### config.mk
export PLATFORM = sky130hd
export DESIGN_NAME = ball_outcome_scorer
export DESIGN_NICKNAME = d
export VERILOG_FILES = /design/src/rtl/ball_outcome_scorer.sv
export SDC_FILE = /design/constraint.sdc
export NUM_CORES = 1
export LEC_CHECK = 0
export BUFFER_PORTS_ARGS = -buffer_cell sky130_fd_sc_hd__buf_2
export CAP_MARGIN = 0
export CORE_MARGIN = 3
export CORE_UTILIZATION = 35
export DETAILED_ROUTE_END_ITERATION = 16
export GPL_ROUTABILITY_DRIVEN = 0
export SLEW_MARGIN = 0
export SYNTH_ARGS = -nofsm -noshare
export SYNTH_HDL_FRONTEND = slang
export SYNTH_SLANG_ARGS = --single-unit
### constraint.sdc
create_clock -name clk_fpga -period 4.29 [get_ports clk_fpga]
set_clock_uncertainty 0.15 [all_clocks]
set_input_delay 0.429 -clock clk_fpga [delete_from_list [all_inputs] [get_ports clk_fpga]]
set_output_delay 0.429 -clock clk_fpga [all_outputs]
set_load 0.05 [all_outputs]
### src/rtl/ball_outcome_scorer.sv
// Cricket delivery scorer: turns an LFSR sample on each bowl press into an outcome
// and keeps the innings tally (runs, wickets, balls, overs) until the innings ends.
module ball_outcome_scorer #(
    parameter int MAX_OVERS   = 2,
    parameter int MAX_WICKETS = 10,
    parameter int TARGET      = 0
) (
    input  logic       clk_fpga,
    input  logic       reset,
    input  logic       bowl_btn,
    input  logic [3:0] rand_in,
    output logic [7:0] runs,
    output logic [3:0] wickets,
    output logic [2:0] balls,
    output logic [3:0] overs,
    output logic [3:0] last_outcome,
    output logic       outcome_valid,
    output logic       game_over
);

    typedef enum logic [1:0] {IDLE, EVAL, OVER} state_t;

    localparam logic [3:0] MAX_OVERS_L   = 4'(MAX_OVERS);
    localparam logic [3:0] MAX_WICKETS_L = 4'(MAX_WICKETS);
    localparam logic [7:0] TARGET_L      = 8'(TARGET);
    localparam logic [3:0] WICKET_CODE   = 4'hF;

    state_t     state_reg, state_next;
    logic       bowl_d_reg;
    logic [3:0] sample_reg, sample_next;
    logic [7:0] runs_reg, runs_next;
    logic [3:0] wickets_reg, wickets_next;
    logic [2:0] balls_reg, balls_next;
    logic [3:0] overs_reg, overs_next;
    logic [3:0] last_reg, last_next;
    logic       valid_reg, valid_next;

    logic       bowl_evt;
    logic [3:0] delta;
    logic       is_wicket;
    logic [8:0] run_sum;
    logic       end_hit;

    assign bowl_evt = bowl_btn & ~bowl_d_reg;

    // LFSR sample to delivery outcome; wickets carry no runs.
    always_comb begin
        delta     = 4'd0;
        is_wicket = 1'b0;
        case (sample_reg)
            4'd0, 4'd1:          delta = 4'd0;
            4'd2, 4'd3, 4'd4:    delta = 4'd1;
            4'd5, 4'd6:          delta = 4'd2;
            4'd7:                delta = 4'd3;
            4'd8, 4'd9, 4'd10:   delta = 4'd4;
            4'd11, 4'd12:        delta = 4'd6;
            default:             is_wicket = 1'b1;
        endcase
    end

    always_comb begin
        state_next   = state_reg;
        sample_next  = sample_reg;
        runs_next    = runs_reg;
        wickets_next = wickets_reg;
        balls_next   = balls_reg;
        overs_next   = overs_reg;
        last_next    = last_reg;
        valid_next   = 1'b0;
        run_sum      = {1'b0, runs_reg} + {5'd0, delta};
        end_hit      = 1'b0;
        unique case (state_reg)
            IDLE: begin
                if (bowl_evt) begin
                    sample_next = rand_in;
                    state_next  = EVAL;
                end
            end
            EVAL: begin
                runs_next = run_sum[8] ? 8'hFF : run_sum[7:0];
                if (is_wicket) begin
                    wickets_next = wickets_reg + 4'd1;
                end
                if (balls_reg == 3'd5) begin
                    balls_next = 3'd0;
                    overs_next = overs_reg + 4'd1;
                end else begin
                    balls_next = balls_reg + 3'd1;
                end
                last_next  = is_wicket ? WICKET_CODE : delta;
                valid_next = 1'b1;
                // End checks look at the post-update tallies.
                end_hit = (wickets_next == MAX_WICKETS_L) ||
                          (overs_next == MAX_OVERS_L) ||
                          ((TARGET_L != 8'd0) && (runs_next >= TARGET_L));
                state_next = end_hit ? OVER : IDLE;
            end
            OVER: begin
                state_next = OVER;
            end
            default: state_next = IDLE;
        endcase
    end

    always_ff @(posedge clk_fpga) begin
        if (reset) begin
            state_reg   <= IDLE;
            bowl_d_reg  <= 1'b1;
            sample_reg  <= 4'd0;
            runs_reg    <= 8'd0;
            wickets_reg <= 4'd0;
            balls_reg   <= 3'd0;
            overs_reg   <= 4'd0;
            last_reg    <= 4'd0;
            valid_reg   <= 1'b0;
        end else begin
            state_reg   <= state_next;
            bowl_d_reg  <= bowl_btn;
            sample_reg  <= sample_next;
            runs_reg    <= runs_next;
            wickets_reg <= wickets_next;
            balls_reg   <= balls_next;
            overs_reg   <= overs_next;
            last_reg    <= last_next;
            valid_reg   <= valid_next;
        end
    end

    assign runs          = runs_reg;
    assign wickets       = wickets_reg;
    assign balls         = balls_reg;
    assign overs         = overs_reg;
    assign last_outcome  = last_reg;
    assign outcome_valid = valid_reg;
    assign game_over     = (state_reg == OVER);

endmodule

Word level (Yosys, flattened, before mapping)
Index checks and enable logic that the tools add are counted.
{"block": "totals", "ff_bits": 31, "output_inout_bits": 25, "input_bits": 7, "elab_cells": 54}
{"block": "classes", "eq_ne": 18, "addsub": 4, "bitwise": 2, "muxes": 12, "reduce_logical": 9}
{"op": "4-bit equality test, second input constant", "count": 6}
{"op": "4-bit two-way mux", "count": 5}
{"op": "4-bit by 3-bit equality test with 1-bit output, second input constant", "count": 4}
{"op": "3-bit case mux with 5 select lines", "count": 1}
{"op": "13-bit OR reduction", "count": 1}
{"op": "4-bit by 2-bit equality test with 1-bit output, second input constant", "count": 3}
{"op": "8-bit by 4-bit adder with 9-bit output", "count": 1}
{"op": "4-bit by 1-bit adder with 4-bit output, second input constant", "count": 2}
{"op": "8-bit two-way mux", "count": 1}
{"op": "2-bit case mux with 3 select lines", "count": 1}
{"op": "3-bit OR reduction", "count": 2}
{"op": "4-bit by 1-bit equality test with 1-bit output, second input constant", "count": 1}
{"op": "4-bit logical NOT", "count": 1}
{"op": "2-bit two-way mux", "count": 2}
{"op": "2-bit OR reduction", "count": 2}
{"op": "3-bit by 1-bit adder with 3-bit output, second input constant", "count": 1}
{"op": "3-bit equality test, second input constant", "count": 1}
{"op": "3-bit two-way mux", "count": 1}
{"op": "2-bit by 1-bit equality test with 1-bit output, second input constant", "count": 1}
{"op": "2-bit equality test, second input constant", "count": 1}
{"op": "2-bit logical NOT", "count": 1}
{"op": "2-bit inequality test, second input constant", "count": 1}
{"op": "2-bit AND reduction", "count": 1}
{"op": "1-bit AND", "count": 1}
{"op": "other kinds (3)", "count": 3}

Longest topological paths before layout
Gate-level depths: netlist of the first run.
{"block": "depth", "word_depth": 8, "depth_mapped": 11}

Least setup slack after synthesis of the first run
No wires, ideal clock.
{"block": "synth_path", "path_kind": "register to register", "from": "reg sample_reg[2]", "to": "reg runs_reg[6], in the netlist runs[6]", "path_buffers": 0, "period_less_slack_ns": 2.527, "t_required_ns": 4.049, "arrival_time_ns": 2.286, "path_slack_ns": 1.763, "setup_time_ns": 0.091, "path_stages_with_launch": 12, "cell_sequence": "dfxtp_1 -> inv_1 -> or3_1 -> a21oi_1 -> ha_1 -> inv_1 -> fa_1 -> nor2b_1 -> o21ai_1 -> nor2_1 -> a31oi_1 -> a311oi_1"}
{"block": "synth_via", "elab_chain_cells": 5, "elab_cells_between_ends": 18, "classes_between": "1 x add/sub; 11 x eq/ne; 2 x mux; 4 x reduce/logical"}
{"item": "start: declaration", "line": "30", "text": "logic [3:0] sample_reg, sample_next;"}
{"item": "start signal: assignment", "line": "119", "text": "sample_reg <= sample_next;"}
{"item": "4-bit equality test, or another cell as far along", "line": "50", "text": "case (sample_reg)"}
{"item": "3-bit OR reduction or 2-bit OR reduction (tied branches)"}
{"item": "3-bit case mux with 5 select lines (*)", "line": "50"}
{"item": "8-bit by 4-bit adder with 9-bit output (*)", "line": "70", "text": "run_sum = {1'b0, runs_reg} + {5'd0, delta};"}
{"item": "8-bit two-way mux (*)", "line": "80", "text": "runs_next = run_sum[8] ? 8'hFF : run_sum[7:0];"}
{"item": "end signal: assignment", "line": "120", "text": "runs_reg <= runs_next;"}
{"item": "end: declaration", "line": "31", "text": "logic [7:0] runs_reg, runs_next;"}
Mark *: on every way between the ends. The rest lies on a longest branch, timed or not.
A chain may end at the register's enable or synchronous reset.

Worst setup path in the final report of the first run
Same ends and word-level chain as after synthesis.

==> results summary, run 1 <==
The critical path data required time is 4.33 ns. The final critical path time including I/O delays and setup is 2.75 ns. The post-detailed-placement half-perimeter wirelength is 2.19 mm. The post-detailed-route wirelength per cell is 12.0 um.

Of all flip-flops after synthesis, the portion carrying an async set or reset was 0%. The flow ran to the end, and the final reports show no timing, DRC or antenna violations. The tightest slew margin relative to the limit is 54.6%. The number of global-route vias before repair is 1197.

Setup violations remaining at the end of the flow were counted as 0. The count of buffer and inverter cells on the critical path came out at 2. In this run the worst path has a maximum fanout of 6. The number of optimization iterations in the first detailed-route pass is 4. The number of warnings issued by yosys is 0. The floorplan step defined a core boundary enclosing 4090 um2. In this run the remaining antenna-violating nets after routing total 0. The largest net degree at the start of global routing is 34.

During I/O placement, the number of pins put on the boundary was 32. The worst setup path is of the reg -> reg kind. Yosys instantiated no cell more often than sky130_fd_sc_hd__dfxtp_1. The post-synthesis sequential area ratio came out at 40.8%.

In this run the power density over the cells is 321 nW/um2. The maximum vdd drop is 0.000163 V. Setup repair after global routing left no endpoint under its margin. The hold violation total from the final report is 0. The synthesized flop and latch total came out at 31. The part of the cycle the worst path needs is 64.2%.

The synthesized area divided by synthesized cell count is 8.55 um2. The overall die area came out at 5180 um2. From synthesis to final layout, the design area changed by 18.5%.

The most critical setup path has its startpoint at sample_reg[2]$_SDFFE_PP0P_. The post-synth design cell area came out at 1520 um2. In this design, the critical path's most frequently occurring cell is sky130_fd_sc_hd__inv_1. The cell count after synthesis is 178.

The number of hold buffers added after CTS is 0. Based on the critical path, the design can be clocked at up to 363 MHz. The data arrival time of the worst path is 2.79 ns. The average vias per placed instance came out at 4.95. By count the netlist is led by sky130_fd_sc_hd__dfxtp_1, sky130_fd_sc_hd__nor2_1, sky130_fd_sc_hd__a21oi_1. The depth of the worst register-to-register path came out at 11.

The worst setup path is captured at a flip-flop. The design draws 580 uW. The total clock sinks came out at 31.

The root buffer cell chosen for the clock tree is sky130_fd_sc_hd__clkbuf_8. The width of the die is 72.0 um. The final number of max-transition violations is 0. The tightest min-delay check is of the in -> reg type. The critical path ends at runs[6]$_SDFFE_PP0P_. The total overflow reported by the global router came out at 0. Of all cell types, the one taking the most synthesized area is sky130_fd_sc_hd__dfxtp_1. Among all flip-flop cells after synthesis, the most frequent one is sky130_fd_sc_hd__dfxtp_1.

TritonCTS built the clock tree. The startpoint of the worst register-to-register path is sample_reg[2]$_SDFFE_PP0P_. The worst setup path is launched from a flip-flop.

The effective utilization at floorplan came out at 37.3%. Traced cell by cell, the critical path runs through inv_1 > or3_1 > a21oi_1 > ha_1 > inv_1 > fa_1 > nor2b_1 > o21ai_1 > nor2_1 > a31oi_1 > a311oi_1. The floorplan has 23 rows. The tightest hold path in the finished design has a slack of 0.209 ns. The clock transition at the registers of the reported paths came out at 0.06 ns. The fraction of layout instances using a drive strength above 1 came out at 21.0%. In this run the tool buffered the top-level ports with 31 buffer cells. The instance count on the critical path came out at 11. The leakage power total came out at 0.759 nW. The number of setup buffers added after CTS is 0.

The die is 72.0 um tall. The iteration-0 DRC count of the detailed router is 61. Summing all non-filler instances in the final layout gives an area of 1800 um2. Max-cap violations in this run came to 0. The largest individual stage delay along the critical path comes from the cell sky130_fd_sc_hd__fa_1. The number of flip-flops in the largest register came out at 8. The area share of the largest cell type after synthesis came out at 40.8%. The total global-route track usage is 13.2%. The first global-routing pass estimated 5.39 mm of wire.

The worst setup slack for register-to-register paths is 1.54 ns. Synthesis produced a netlist with a net count of 191. The H-tree depth is 2. The clock buffer count from CTS is 5. The DRC violations left came out at 0. Broken down by cell family, the worst path's largest delay share belongs to simple AND/OR/NAND/NOR gates.

The clock latency on the worst-skew pair is 0.28 ns. The aggregate routed wire length is 3.13 mm. Summing all placed instances gives a cell area of 1700 um2. The number of enable-type register cells in the synthesized netlist is 0. The post-cts sizing count is 0. The net count reported at finish came out at 222.

The number of diodes is 0. The number of antenna violations at the first check in global routing came out at 0. The reg-to-reg endpoint is runs[6]$_SDFFE_PP0P_.

Ranked by total cell area, the synthesized netlist is headed by sky130_fd_sc_hd__dfxtp_1, sky130_fd_sc_hd__nor2_1, sky130_fd_sc_hd__a21oi_1. In this run the deepest clock path goes through 2 buffers. At the pin with the least slew margin, the transition time is 0.680 ns.

The largest incremental delay on the critical path came out at 0.39 ns. The setup total negative slack is 0 ns. The synthesized netlist contains 42 unique library cells. The detailed router placed 1288 vias in this run.
## routing by layer
metal / routed length [um] / GRT usage (%) / share of wire (%) / vias to the layer above
met4: 53 / 6.26 / 1.7 / 0
met2: 1360 / 19.8 / 43 / 25
met5: 0 / 0 / 0 / -
met1: 1550 / 17.2 / 50 / 572
met3: 164 / 4.43 / 5.2 / 6
li1: - / - / - / 685
## cells by family (layout without fill, tap and decap cells)
logic type,count (synthesis),in the layout,share of synthesized area (%)
simple gates,74,74,25.5
compound gates,40,40,16.5
flops,31,31,40.8
buf+inv,14,46,4.11
xor+xnor,10,10,5.75
fa+ha+maj,6,6,5.42
mux,3,3,1.97
## where the power goes
| part | internal [mW] | switching [mW] | total [mW] | leakage (nW) |
|---|---|---|---|---|
| registers | 0.292 | 0.00456 | 0.297 | 0.251 |
| clock network | 0.146 | 0.104 | 0.250 | 0.0515 |
| logic | 0.0106 | 0.0220 | 0.0326 | 0.457 |
## metrics by stage
step | utilization [%] | instances | worst slack, ns
floorplan | - | 178 | 1.76
global placement | 41.7 | 252 | 1.64
detailed placement | 41.7 | 252 | 1.54
CTS | 44.2 | 260 | 1.52
global route | 44.2 | 260 | 1.22
finish | 44.2 | 260 | 1.54
## final cells by class
type / instances / area (um2)
inverters: 7 / 26.3
multi-input cells: 133 / 840
flip-flops and latches: 31 / 621
well taps: 50 / 62.6
repair buffers: 31 / 155
clock buffers: 8 / 100
fillers: 420 / 2280
## worst min path at each step
stage,startpoint,end,slack [ns],cells past startpoint
floorplan,bowl_btn,bowl_d_reg$_SDFF_PP1_,0.39,1
global placement,last_outcome[2]$_SDFFE_PP0P_,last_outcome[2]$_SDFFE_PP0P_,0.31,2
detailed placement,last_outcome[2]$_SDFFE_PP0P_,last_outcome[2]$_SDFFE_PP0P_,0.31,2
CTS,bowl_btn,bowl_d_reg$_SDFF_PP1_,0.20,2
global route,bowl_btn,bowl_d_reg$_SDFF_PP1_,0.20,2
finish,bowl_btn,bowl_d_reg$_SDFF_PP1_,0.21,2
## placed cells by master, fill, tap and decap left out, types with 2 or more instances in the layout
cell type,count
sky130_fd_sc_hd__dfxtp_1,31
sky130_fd_sc_hd__buf_2,31
sky130_fd_sc_hd__nor2_1,28
sky130_fd_sc_hd__a21oi_1,15
sky130_fd_sc_hd__nand2_1,14
sky130_fd_sc_hd__inv_1,7
sky130_fd_sc_hd__clkbuf_8,7
sky130_fd_sc_hd__o21ai_0,6
sky130_fd_sc_hd__xnor2_1,5
sky130_fd_sc_hd__xor2_1,5
sky130_fd_sc_hd__ha_1,5
sky130_fd_sc_hd__nor3_1,4
sky130_fd_sc_hd__nand3_1,4
sky130_fd_sc_hd__nor2b_1,3
sky130_fd_sc_hd__mux2i_1,3
sky130_fd_sc_hd__and3_1,3
sky130_fd_sc_hd__a31oi_1,3
sky130_fd_sc_hd__a211oi_1,3
sky130_fd_sc_hd__nand3b_1,3
sky130_fd_sc_hd__nand4_1,3
sky130_fd_sc_hd__nand2b_1,2
sky130_fd_sc_hd__a311oi_1,2
sky130_fd_sc_hd__o21ai_1,2
sky130_fd_sc_hd__a21o_1,2
sky130_fd_sc_hd__o22ai_1,2
sky130_fd_sc_hd__nand4b_1,2
Note: power is estimated with default switching activity, not from simulation.
==> run 2: changes to the inputs <==
ABC_AREA = 1   (was default)
clock period = 2.4 ns   (was 4.29 ns; I/O delays follow)
==> run 2 against run 1 <==
  * Largest cell class unchanged
  * Maximum frequency up 21%
  * Die area decreased by 0.53%
  * Highest routed layer unchanged
  * Register-to-register slack got worse by 1.4 ns
  * Largest power group unchanged
  * Worst hold slack got worse by 0.18 ns
  * Synthesized cell count grew 16%
  * Via count is 7.7% higher
  * Non-clock buffer count rose by 1
  * Critical path depth up 2
  * Final cell count rose by 12%
  * First-iteration DRC count rose by 41%
==> results summary, run 2 <==
The flow ran to the end, and the final reports show no timing, DRC or antenna violations. The area share of the largest cell type after synthesis came out at 41.0% (+0.24 points). The worst setup path is captured at a flip-flop. The DRC violations left is 0 (unchanged). The most used flip-flop cell after synthesis is sky130_fd_sc_hd__dfxtp_1. The iteration-0 DRC count of the detailed router is 86 (+41%). The power per cell area is 545 nW/um2 (+70%).

The sum of internal, switching and leakage power came to 993 uW (+71%). The number of enable-type register cells in the synthesized netlist is 0 (unchanged). The hold violation total from the final report was 0 (unchanged). The largest net degree at the start of global routing is 22 (-35%). Of all cell types, the one taking the most synthesized area is sky130_fd_sc_hd__dfxtp_1. The post-detailed-route count of antenna-violating nets is 0 (unchanged). The via count is 1387 (+7.7%).

The post-synthesis sequential area ratio is 41.0% (+0.24 points). The signal on the critical path passes through nor2_4 > nor2_4 > inv_1 > o221ai_2 > inv_1 > ha_2 > inv_1 > fa_2 > o21bai_1 > nand2_1 > inv_1 > nand2_2 > o31a_1. The final critical path time including I/O delays and setup was 2.27 ns (-0.486 ns). The number of hold buffers added after CTS is 0 (unchanged).

The number of antenna violations at the first check in global routing came to 0 (unchanged). The buffer depth of the longest clock path is 2 (unchanged). The sequential power share came to 53.8% (+2.6 points).

The most frequently used cell type in the post-synthesis netlist is sky130_fd_sc_hd__nand2_1. The critical path data required time is 2.43 ns (-1.90 ns). The data arrival time of the worst path came out at 2.29 ns (-0.50 ns).

The depth of the worst register-to-register path was 13 (+2). The fraction of synthesis flops using an asynchronous set or reset pin came out at 0% (unchanged). The destination of the worst hold path is bowl_d_reg$_SDFF_PP1_. The worst setup slack for register-to-register paths came out at 0.13 ns (-1.40 ns). The cell count after synthesis is 207 (+16%). The net count reported at finish came out at 255 (+15%). The switching power came out at 251 uW (+92%). The start point of the worst hold path is bowl_btn. The reg-to-reg endpoint is runs[6]$_SDFFE_PP0P_. The effective utilization at floorplan came out at 37.0% (-0.21 points). The post-synth design cell area came out at 1510 um2 (-0.58%). The post-detailed-route wirelength per cell was 11.3 um (-6.1%). The post-route standard cell area excluding fillers came to 1820 um2 (+0.97%). The worst hold path belongs to the class in -> reg.

The worst slack on hold paths came out at 0.0268 ns (-0.182 ns). The cell that appears most often on the critical path is sky130_fd_sc_hd__inv_1. The clock transition at the registers of the reported paths is 0.06 ns (about the same).

The fraction of layout instances using a drive strength above 1 was 23.2% (+2.3 points). The slowest stage of the critical path is the sky130_fd_sc_hd__dfxtp_4 cell. The final number of max-transition violations came out at 0 (unchanged). TritonCTS built the clock tree. The average vias per placed instance came out at 4.77 (-3.8%).

The setup violation total in the final timing report came out at 0 (unchanged). The clock latency on the worst-skew pair was 0.28 ns (about the same). The peak fanout along the critical path came out at 5 (-1). The setup total negative slack is 0 ns (unchanged). By count the netlist is led by sky130_fd_sc_hd__nand2_1, sky130_fd_sc_hd__dfxtp_1, sky130_fd_sc_hd__inv_1. The synthesized flop and latch total is 31 (unchanged). The count of buffer and inverter cells on the critical path is 4 (+2). The share of total power consumed by net switching is 25.3% (+2.7 points). The worst setup path is of the reg -> reg kind.

The width of the die is 71.8 um (-0.26%). The fmax came to 441 MHz (+21%). The height of the die came out at 71.8 um (-0.26%). Setup repair after global routing could not meet its margin everywhere. The number of warnings issued by yosys is 0 (unchanged). The global-route wire length before repair is 5.69 mm (+5.6%). The fraction of power consumed by the clock network came out at 38.0% (-5.2 points).

The number of buffers added on ports came out at 31 (unchanged). The total global-route track usage came out at 14.1% (+0.88 points). The aggregate routed wire length came out at 3.29 mm (+5.1%).

The synthesized area divided by synthesized cell count came to 7.31 um2 (-15%). The H-tree depth came out at 2 (unchanged). The part of the cycle the worst path needs was 94.5% (+30 points).

The overall die area is 5150 um2 (-0.53%). The number of optimization iterations in the first detailed-route pass is 4 (unchanged). The total clock sinks came out at 31 (unchanged). The cell count of the worst hold path came to 2 (unchanged).

The number of flip-flops in the largest register is 8 (unchanged). The post-detailed-placement half-perimeter wirelength is 2.30 mm (+4.7%). The count of different cell masters after synthesis is 30 (-29%). The startpoint of the worst register-to-register path is sample_reg[1]$_SDFFE_PP0P_. The leakage power total is 0.867 nW (+14%). The largest incremental delay on the critical path is 0.36 ns (-0.03 ns). The area of the placeable core is 4090 um2 (unchanged). The clock buffer count from CTS is 5 (unchanged). The internal power summed over all cells was 742 uW (+65%). In the layout the commonest cells are sky130_fd_sc_hd__nand2_1, sky130_fd_sc_hd__buf_2, sky130_fd_sc_hd__inv_1. The library cell used most frequently in the layout, excluding fill and tap cells, is sky130_fd_sc_hd__nand2_1. The number of diodes came to 0 (unchanged).

CTS placed an instance of sky130_fd_sc_hd__clkbuf_8 at the clock tree root. Yosys attributes the largest share of cell area to sky130_fd_sc_hd__dfxtp_1, sky130_fd_sc_hd__nand2_1, sky130_fd_sc_hd__inv_1. The tightest slew margin relative to the limit was 60.1% (+5.5 points). The kind of cell with the highest combined delay along the critical path is compound AO/OA/AOI/OAI gates. Relative to the synthesized area, the layout overhead comes to 20.3%. The total nets after synthesis is 220 (+15%).

The I/O pin count was 32 (unchanged). The number of global-route vias before repair came out at 1247 (+4.2%). The number of standard-cell rows in the floorplan is 23 (unchanged). The slew of the pin with the lowest slew margin was 0.598 ns (-0.0815 ns). The maximum vdd drop is 0.000247 V (+52%). The max capacitance violation total came out at 0 (unchanged).

The worst setup path is launched from a flip-flop. The fraction of power consumed by combinational cells came out at 8.2% (+2.6 points). The area after detailed placement came out at 1710 um2 (+0.44%). The total overflow reported by the global router came out at 0 (unchanged).
==> run 2: changes by cell type after synthesis, moves of 4 or more <==
cell / delta
sky130_fd_sc_hd__xnor2_1: -5
sky130_fd_sc_hd__o21ai_0: +14
sky130_fd_sc_hd__inv_1: +22
sky130_fd_sc_hd__nand2_1: +28
sky130_fd_sc_hd__nor3_1: -4
sky130_fd_sc_hd__nand3_1: +7
sky130_fd_sc_hd__nor2_1: -6
==> run 2: final cells by class <==
type,instances,area (um2)
Clock buffer,6,72.6
Fill cell,432,2260
Inverter,32,120
Multi-Input combinational cell,140,777
Sequential cell,31,627
Tap cell,50,62.6
Timing Repair Buffer,32,163
==> run 2: what timing repair did <==
item,CTS,global route
endpoints found under the setup margin,0,8
resized for setup,0,12
buffers inserted,0,1
==> run 2: per-stage QoR <==
| step | util [%] | worst slack, ns | std cells |
|---|---|---|---|
| final | 44.6 | 0.133 | 291 |
| after global routing | 44.6 | 0.00197 | 291 |
| after CTS | 43.7 | 0.00461 | 290 |
| after detailed placement | 41.9 | 0.0165 | 284 |
| after global placement | 41.9 | 0.0946 | 284 |
| after floorplan | - | 0.203 | 207 |
==> run 2: power by group through the flow <==
stage / Sequential [mW] / Combinational [mW] / Clock [mW]
final: 0.534 / 0.0812 / 0.378
after global routing: 0.535 / 0.0908 / 0.407
after CTS: 0.534 / 0.0777 / 0.391
after detailed placement: 0.545 / 0.0773 / 0
after global placement: 0.545 / 0.0775 / 0
after floorplan: 0.562 / 0.0419 / 0
==> run 2: how the worst max path moves through the flow <==
stage,start,end,cells after the start
after floorplan,sample_reg[0]$_SDFFE_PP0P_,runs[6]$_SDFFE_PP0P_,13
after global placement,sample_reg[0]$_SDFFE_PP0P_,runs[6]$_SDFFE_PP0P_,13
after detailed placement,sample_reg[0]$_SDFFE_PP0P_,runs[3]$_SDFFE_PP0P_,15
after CTS,sample_reg[0]$_SDFFE_PP0P_,runs[3]$_SDFFE_PP0P_,15
after global routing,sample_reg[1]$_SDFFE_PP0P_,runs[7]$_SDFFE_PP0P_,12
final,sample_reg[1]$_SDFFE_PP0P_,runs[6]$_SDFFE_PP0P_,13
==> run 2: kinds of logic (layout without fill, tap and decap cells) <==
logic type,count (synthesis),count (layout),share of synthesized area [%]
buffers and inverters,36,70,9.26
and+or+nand+nor,83,83,24.5
DFF,31,31,41.0
adders and majority gates,6,6,5.45
xor gates and xnor gates,5,5,2.89
AOI/OAI and AO/OA,46,46,16.9
==> run 2: worst register-to-register path, stage by stage (launching register included) <==
cell and delay, ns:
sky130_fd_sc_hd__dfxtp_4 0.36, sky130_fd_sc_hd__nor2_4 0.15, sky130_fd_sc_hd__nor2_4 0.06, sky130_fd_sc_hd__inv_1 0.06, sky130_fd_sc_hd__o221ai_2 0.10, sky130_fd_sc_hd__inv_1 0.07
sky130_fd_sc_hd__ha_2 0.16, sky130_fd_sc_hd__inv_1 0.05, sky130_fd_sc_hd__fa_2 0.34, sky130_fd_sc_hd__o21bai_1 0.17, sky130_fd_sc_hd__nand2_1 0.11, sky130_fd_sc_hd__inv_1 0.08
sky130_fd_sc_hd__nand2_2 0.06, sky130_fd_sc_hd__o31a_1 0.24
==> run 2: layer usage <==
metal / routed length (um) / GRT usage [%] / part of all wire [%] / up-vias
li1: - / - / - / 736
met1: 1690 / 19.4 / 51 / 609
met2: 1310 / 19.6 / 40 / 36
met3: 227 / 5.19 / 6.9 / 6
met4: 63 / 6.26 / 1.9 / 0
met5: 0 / 0 / 0 / -
